--- src/rtl/rst_domain_sequencer.sv ---
// rtl/rst_domain_sequencer.sv - serialised clock-enable / reset-release sequencer for NUM_DOM domains
// One shared FSM and down-counter walk each domain up (clock, release, settle) or down (reset, gate).
module rst_domain_sequencer #(
  parameter int NUM_DOM  = 4,
  parameter int CLK_LEAD = 5,
  parameter int SETTLE   = 6,
  parameter int CNT_W    = 5
) (
  input  logic               clk,
  input  logic               reset,
  input  logic [NUM_DOM-1:0] dom_rst_req_i,
  output logic [NUM_DOM-1:0] clk_en_o,
  output logic [NUM_DOM-1:0] rst_release_o,
  output logic [NUM_DOM-1:0] ready_o,
  output logic               busy_o,
  output logic               seq_done_o
);

  localparam int               IDX_W       = (NUM_DOM > 1) ? $clog2(NUM_DOM) : 1;
  localparam logic [CNT_W-1:0] LEAD_LOAD   = CNT_W'(CLK_LEAD - 1);
  localparam logic [CNT_W-1:0] SETTLE_LOAD = CNT_W'(SETTLE - 1);

  typedef enum logic [1:0] {
    IDLE,
    UP_CLK,
    UP_SETTLE,
    DN_RST
  } state_e;

  state_e             state_q, state_d;
  logic [CNT_W-1:0]   cnt_q, cnt_d;
  logic [IDX_W-1:0]   idx_q, idx_d;
  logic [NUM_DOM-1:0] clk_en_q, clk_en_d;
  logic [NUM_DOM-1:0] rel_q, rel_d;
  logic [NUM_DOM-1:0] rdy_q, rdy_d;

  logic [NUM_DOM-1:0] up_pend, dn_pend;
  logic               up_any, dn_any;
  logic [IDX_W-1:0]   up_idx, dn_idx;

  // Lowest-index pending domain in each class; scanning downward lets the lowest index win.
  always_comb begin
    up_pend = ~dom_rst_req_i & ~rdy_q;
    dn_pend = dom_rst_req_i & rel_q;
    up_any  = |up_pend;
    dn_any  = |dn_pend;
    up_idx  = '0;
    dn_idx  = '0;
    for (int i = NUM_DOM - 1; i >= 0; i--) begin
      if (up_pend[i]) up_idx = IDX_W'(i);
      if (dn_pend[i]) dn_idx = IDX_W'(i);
    end
  end

  always_comb begin
    state_d  = state_q;
    cnt_d    = cnt_q;
    idx_d    = idx_q;
    clk_en_d = clk_en_q;
    rel_d    = rel_q;
    rdy_d    = rdy_q;
    case (state_q)
      IDLE: begin
        // Taking a domain down has priority so a held domain is never left running.
        if (dn_any) begin
          idx_d         = dn_idx;
          rel_d[dn_idx] = 1'b0;
          rdy_d[dn_idx] = 1'b0;
          cnt_d         = LEAD_LOAD;
          state_d       = DN_RST;
        end else if (up_any) begin
          idx_d            = up_idx;
          clk_en_d[up_idx] = 1'b1;
          cnt_d            = LEAD_LOAD;
          state_d          = UP_CLK;
        end
      end
      UP_CLK: begin
        if (cnt_q == '0) begin
          rel_d[idx_q] = 1'b1;
          cnt_d        = SETTLE_LOAD;
          state_d      = UP_SETTLE;
        end else begin
          cnt_d = cnt_q - CNT_W'(1);
        end
      end
      UP_SETTLE: begin
        if (cnt_q == '0) begin
          rdy_d[idx_q] = 1'b1;
          state_d      = IDLE;
        end else begin
          cnt_d = cnt_q - CNT_W'(1);
        end
      end
      DN_RST: begin
        if (cnt_q == '0) begin
          clk_en_d[idx_q] = 1'b0;
          state_d         = IDLE;
        end else begin
          cnt_d = cnt_q - CNT_W'(1);
        end
      end
      default: state_d = IDLE;
    endcase
  end

  always_ff @(posedge clk or posedge reset) begin
    if (reset) begin
      state_q  <= IDLE;
      cnt_q    <= '0;
      idx_q    <= '0;
      clk_en_q <= '0;
      rel_q    <= '0;
      rdy_q    <= '0;
    end else begin
      state_q  <= state_d;
      cnt_q    <= cnt_d;
      idx_q    <= idx_d;
      clk_en_q <= clk_en_d;
      rel_q    <= rel_d;
      rdy_q    <= rdy_d;
    end
  end

  assign clk_en_o      = clk_en_q;
  assign rst_release_o = rel_q;
  assign ready_o       = rdy_q;
  assign busy_o        = (state_q != IDLE);
  assign seq_done_o    = (state_q == IDLE) && (rdy_q == ~dom_rst_req_i);

endmodule

--- config.mk ---
export PLATFORM = sky130hd
export DESIGN_NAME = rst_domain_sequencer
export DESIGN_NICKNAME = d
export VERILOG_FILES = /design/src/rtl/rst_domain_sequencer.sv
export SDC_FILE = /design/constraint.sdc
export NUM_CORES = 1
export LEC_CHECK = 0
export CORE_MARGIN = 10
export CORE_UTILIZATION = 55
export CTS_CLUSTER_DIAMETER = 80
export DETAILED_ROUTE_END_ITERATION = 7
export DONT_BUFFER_PORTS = 1
export PLACE_DENSITY_LB_ADDON = 0.2
export SLEW_MARGIN = 40
export SYNTH_ARGS = -nofsm -noshare
export SYNTH_HDL_FRONTEND = slang
export SYNTH_SLANG_ARGS = --single-unit
--- constraint.sdc ---
create_clock -name clk -period 1.68 [get_ports clk]
set_input_delay 0.252 -clock clk [delete_from_list [all_inputs] [get_ports clk]]
set_output_delay 0.252 -clock clk [all_outputs]
set_load 0.005 [all_outputs]
======== Yosys cells after proc, flatten, opt, wreduce, memory -nomap -nowiden ========
Index checks and enable logic that the tools add are counted.
operators by class
  div/mod/pow operators ................... 0
  shifts and indexed selects .............. 0
  muxes and demuxes ....................... 36
  add/sub/neg operators ................... 1
  bitwise logic cells ..................... 12
  reduce and logical (&&, ||, !) cells .... 20
  order comparisons ....................... 6
  equality and inequality tests ........... 13
  multipliers ............................. 0
operators with widths
  operator                                             count
  two-way mux 2 bit                                    14
  two-way mux 4 bit                                    7
  one-hot mux 4 bit (2 select lines)                   3
  AND 4 bit                                            5
  two-way mux 5 bit                                    4
  inverter 4 bit                                       4
  one-hot mux 5 bit (3 select lines)                   1
  != test 2 bit, second input constant                 7
  bitwise OR 4 bit                                     3
  nonzero test 2 bit                                   5
  < comparator 2 x 3 -> 1 bit, second input constant   3
  AND reduction 3 bit                                  3
  OR reduction 4 bit                                   2
  demux 1 bit (select 2 bit)                           3
  >= comparator 2 x 1 -> 1 bit, second input constant  3
  one-hot mux 2 bit (3 select lines)                   1
  zero test 5 bit                                      1
  subtractor 5 x 1 -> 5 bit, second input constant     1
  == test 2 bit, second input constant                 2
  == test 4 bit                                        1
  logical AND 1 bit                                    4
  AND reduction 2 bit                                  2
  AND reduction 4 bit                                  1
  two-way mux 1 bit                                    3
  other kinds (5)                                      5
storage, ports and cells
  memory bits (writable) .................. 0
  word-level logic and storage cells ...... 94
  register bits after elaboration ......... 21
  latch bits .............................. 0
  memory bits (read-only) ................. 0
  memories kept ........................... 0

======== Logic depth before layout (Yosys ltp) ========
  depth in word-level cells ............... 14
  depth in mapped cells ................... 7
  depth with buffers taken out ............ 6

======== Worst setup path before layout ========
OpenSTA, ideal clock, no wires.
  path kind ............................... reg-to-reg
  from .................................... register rdy_q[2] (netlist: ready_o[2])
  to ...................................... register cnt_q[0]
  path buffers ............................ 0
  path slack .............................. -0.172 ns
  data required time ...................... 1.559 ns
  setup time .............................. 0.121 ns
  arrival time ............................ 1.731 ns
  stages on the path, launching flop included .. 7
  path through ............................ dfrtp_1 -> inv_1 -> ha_1 -> or4_4 -> nor4b_4 -> nor2_1 -> o22a_1
on the way
  cells in the longest elaborated chain, start to end .. 5
ends and longest elaborated chain
  item                                  line  RTL
  start, declared                       35    logic [NUM_DOM-1:0] rdy_q, rdy_d;
  start signal, assigned                121   rdy_q <= rdy_d;
  inverter 4 bit                        43    up_pend = ~dom_rst_req_i & ~rdy_q;
  AND 4 bit                             43
  OR reduction 4 bit                    45    up_any = |up_pend;
  != test 3 bit (no source line)        n/a
  AND reduction 2 bit (no source line)  n/a
  end signal, assigned                  117   cnt_q <= cnt_d;
  end, declared                         31    logic [CNT_W-1:0] cnt_q, cnt_d;
No other way between the ends.
A chain may end at the register's enable or synchronous reset.

======== Worst setup path in the final report ========
  from .................................... register rdy_q[3] (netlist: ready_o[3])
  to ...................................... register cnt_q[0]
The elaborated chain is that of the path after synthesis.

==> impl_metrics.json <==
{
  "status": "finished with violations",
  "violations": "negative setup slack",
  "grt_use_total": 0.170,
  "critPathCaptureType": "register",
  "fp.dieArea_mm2": 0.00451,
  "grt_max_degree": 22,
  "synth_area_per_cell_um2": 9.41,
  "syn_nets": 141,
  "hold_viol": 0,
  "place_hpwl_mm": 2.56,
  "detail-route-antenna-nets": 0,
  "io_pins": 20,
  "cp.required_ns": 1.90,
  "mostFrequentLayoutCell": "buf_4",
  "setup_ws_ns": -0.234,
  "gp_routability_congestion": 0.846,
  "tightestPinTransition_ns": 0.322,
  "synth_top_area_share": 0.429,
  "tritoncts": "built",
  "report.final.slew_viol_count": 0,
  "path_clk_slew_ns": 0.12,
  "clkLatencyLatePin_ns": 0.31,
  "die_x_um": 67.2,
  "slew_headroom": 0.784,
  "drt_wl_total_mm": 3.73,
  "routed_via_density": 6.11,
  "cap_violations": 0,
  "timing.final.crit_share": 1.14,
  "drt_iter0_drc": 77,
  "synthCells": 130,
  "netlist_area_mm2": 0.00122,
  "dr.pass1.iters": 4,
  "grt_pass1_wl_mm": 5.89,
  "dpl_cell_area_mm2": 0.00152,
  "yosys.area.top_type": "dfrtp_1",
  "setup_viol": 15,
  "vias": 1221,
  "drc": 0,
  "max_freq_ghz": 0.523,
  "drive_above_1_share": 0.430,
  "io_buffers": 0,
  "gr-total-overflow": 0,
  "grt_pass1_vias": 1241,
  "start_util": 0.564,
  "synth_area_leaders": "dfrtp_1, ha_1, inv_1",
  "cp.arrival_ns": 2.13,
  "layout_common_cells": "buf_4, dfrtp_1, inv_1",
  "ys_types": 41,
  "ys_seq_area_frac": 0.429,
  "path_class": "register to register",
  "hp-class": "primary input to register",
  "holdWs_ns": 0.185,
  "antennaDiodeCount": 0,
  "tns_ns": -1.93,
  "ir_drop_v": 0.00122,
  "clock-root-buffer": "clkbuf_4",
  "yosys_warnings": 0,
  "rsz0062_at_grt": "true",
  "fin_nets": 184,
  "antenna_found_initial": 0,
  "htree_levels": 1,
  "finalCriticalPeriod_ns": 1.91,
  "cts_buffers": 3,
  "coreArea_mm2": 0.00217,
  "cp_max_fo": 5,
  "clock_path_buffers": 2,
  "startpoint_type": "register",
  "cts_num_sinks": 21,
  "postLayoutCellArea_mm2": 0.00172,
  "rows": 17,
  "p_leak_nw": 0.783,
  "wire_per_inst_um": 18.7,
  "die_h_um": 67.2,
  "skew_ns": 0.00411,
  "synth.ff_latch_count": 21,
  "power_density_mw_per_mm2": 1600,
  "syn_to_final_growth_pct": 40.2
}
[where the power goes]
group	internal (W)	switching (W)	leakage [nW]	total, W
Combinational	0.000810	0.000823	0.504	0.00163
Sequential	0.000693	0.000162	0.261	0.000855
Clock	0.0000891	0.000162	0.0177	0.000252
Total	0.00159	0.00115	0.783	0.00274
[area by class of cell]
type,count,area (µm²)
multi-input cells,90,734
inverters,16,60.1
fillers,145,454
flip-flops and latches,21,526
repair buffers,41,333
clock inverters,1,5.00
clock buffers,3,22.5
well taps,28,35.0
[path summary, 6_finish.rpt]
path | cells past startpoint | start | slack, ns | end
max | 6 | ready_o[3] | -0.23 | cnt_q[0]
min reg2reg | 2 | clk_en_o[0] | 0.55 | clk_en_o[0]
min | 3 | dom_rst_req_i[0] | 0.18 | rst_release_o[0]
max reg2reg | 6 | ready_o[3] | -0.23 | cnt_q[0]
max in group asynchronous | 3 | reset | 1.06 | rst_release_o[3]
min in group asynchronous | 3 | reset | 0.40 | cnt_q[4]
[sequential cells by signal, indices dropped and copies added, names as in the netlist]
register / cells
idx_q: 2
rst_release_o: 4
clk_en_o: 4
cnt_q: 5
state_q: 2
ready_o: 4
[repair_timing]
| item | in CTS | in global routing |
|---|---|---|
| hold buffers | 1 | 0 |
| setup endpoints to repair | 16 | 20 |
| resized for setup | 14 | 19 |
| endpoints found under the hold margin | 21 | 0 |
| setup buffers | 2 | 5 |
| pin swaps | 3 | 11 |
[cell usage after synthesis]
| cell | count |
|---|---|
| ha_1 | 5 |
| o32ai_1 | 1 |
| o31a_1 | 2 |
| o31ai_2 | 2 |
| a32o_1 | 1 |
| o311ai_0 | 1 |
| o21ai_2 | 1 |
| o21ai_1 | 2 |
| nor3b_2 | 1 |
| nor2_1 | 11 |
| nand3b_1 | 1 |
| mux2_2 | 2 |
| nand2_1 | 8 |
| nand3_1 | 4 |
| nor2b_1 | 1 |
| clkbuf_1 | 2 |
| a211o_1 | 1 |
| a31o_2 | 1 |
| a22oi_1 | 2 |
| a21oi_1 | 9 |
| o22a_1 | 4 |
| or4_4 | 1 |
| a41oi_1 | 1 |
| a22o_1 | 1 |
| nor4b_4 | 1 |
| buf_2 | 1 |
| clkinv_1 | 1 |
| o311a_1 | 1 |
| and2_1 | 1 |
| inv_1 | 14 |
| o31ai_1 | 5 |
| or3_4 | 1 |
| nand4_1 | 1 |
| inv_2 | 1 |
| or4b_1 | 1 |
| nor3_1 | 3 |
| nor4b_1 | 1 |
| nand2b_1 | 2 |
| dfrtp_1 | 21 |
| o21ai_0 | 9 |
| a31oi_1 | 1 |
[through the flow]
step	std cells	util	setup slack, ns	total power (W)
2_1_floorplan	130	-	-0.166	0.00161
3_3_place_gp	188	0.702	-0.134	0.00213
3_5_place_dp	188	0.702	-0.172	0.00219
4_1_cts	195	0.750	-0.203	0.00255
5_1_grt	200	0.791	-0.289	0.00293
6_report	200	0.791	-0.234	0.00274
[routing by layer]
metal  up-vias  global-route usage  wire, µm
met3        15              0.0496       299
met2        47               0.281      1790
met5         -                   0         0
met1       597               0.206      1540
met4         0              0.0590        97
li1        562                   -         -
[worst max-delay path, stage by stage (launching register included)]
cell and delay (ns):
dfrtp_1 0.38, inv_1 0.05, ha_2 0.17, or4_4 0.55, nor4b_4 0.38, nor2_1 0.08, o22a_1 0.20
[kinds of logic after synthesis]
| family | share of synthesized area |
|---|---|
| AO/OA/AOI/OAI | 0.260 |
| AND/OR/NAND/NOR | 0.182 |
| flip-flops | 0.429 |
| buffers and inverters | 0.0593 |
| adder cells (fa/ha/maj) | 0.0511 |
| multiplexers | 0.0184 |
Power figures use the tool's default switching activity.
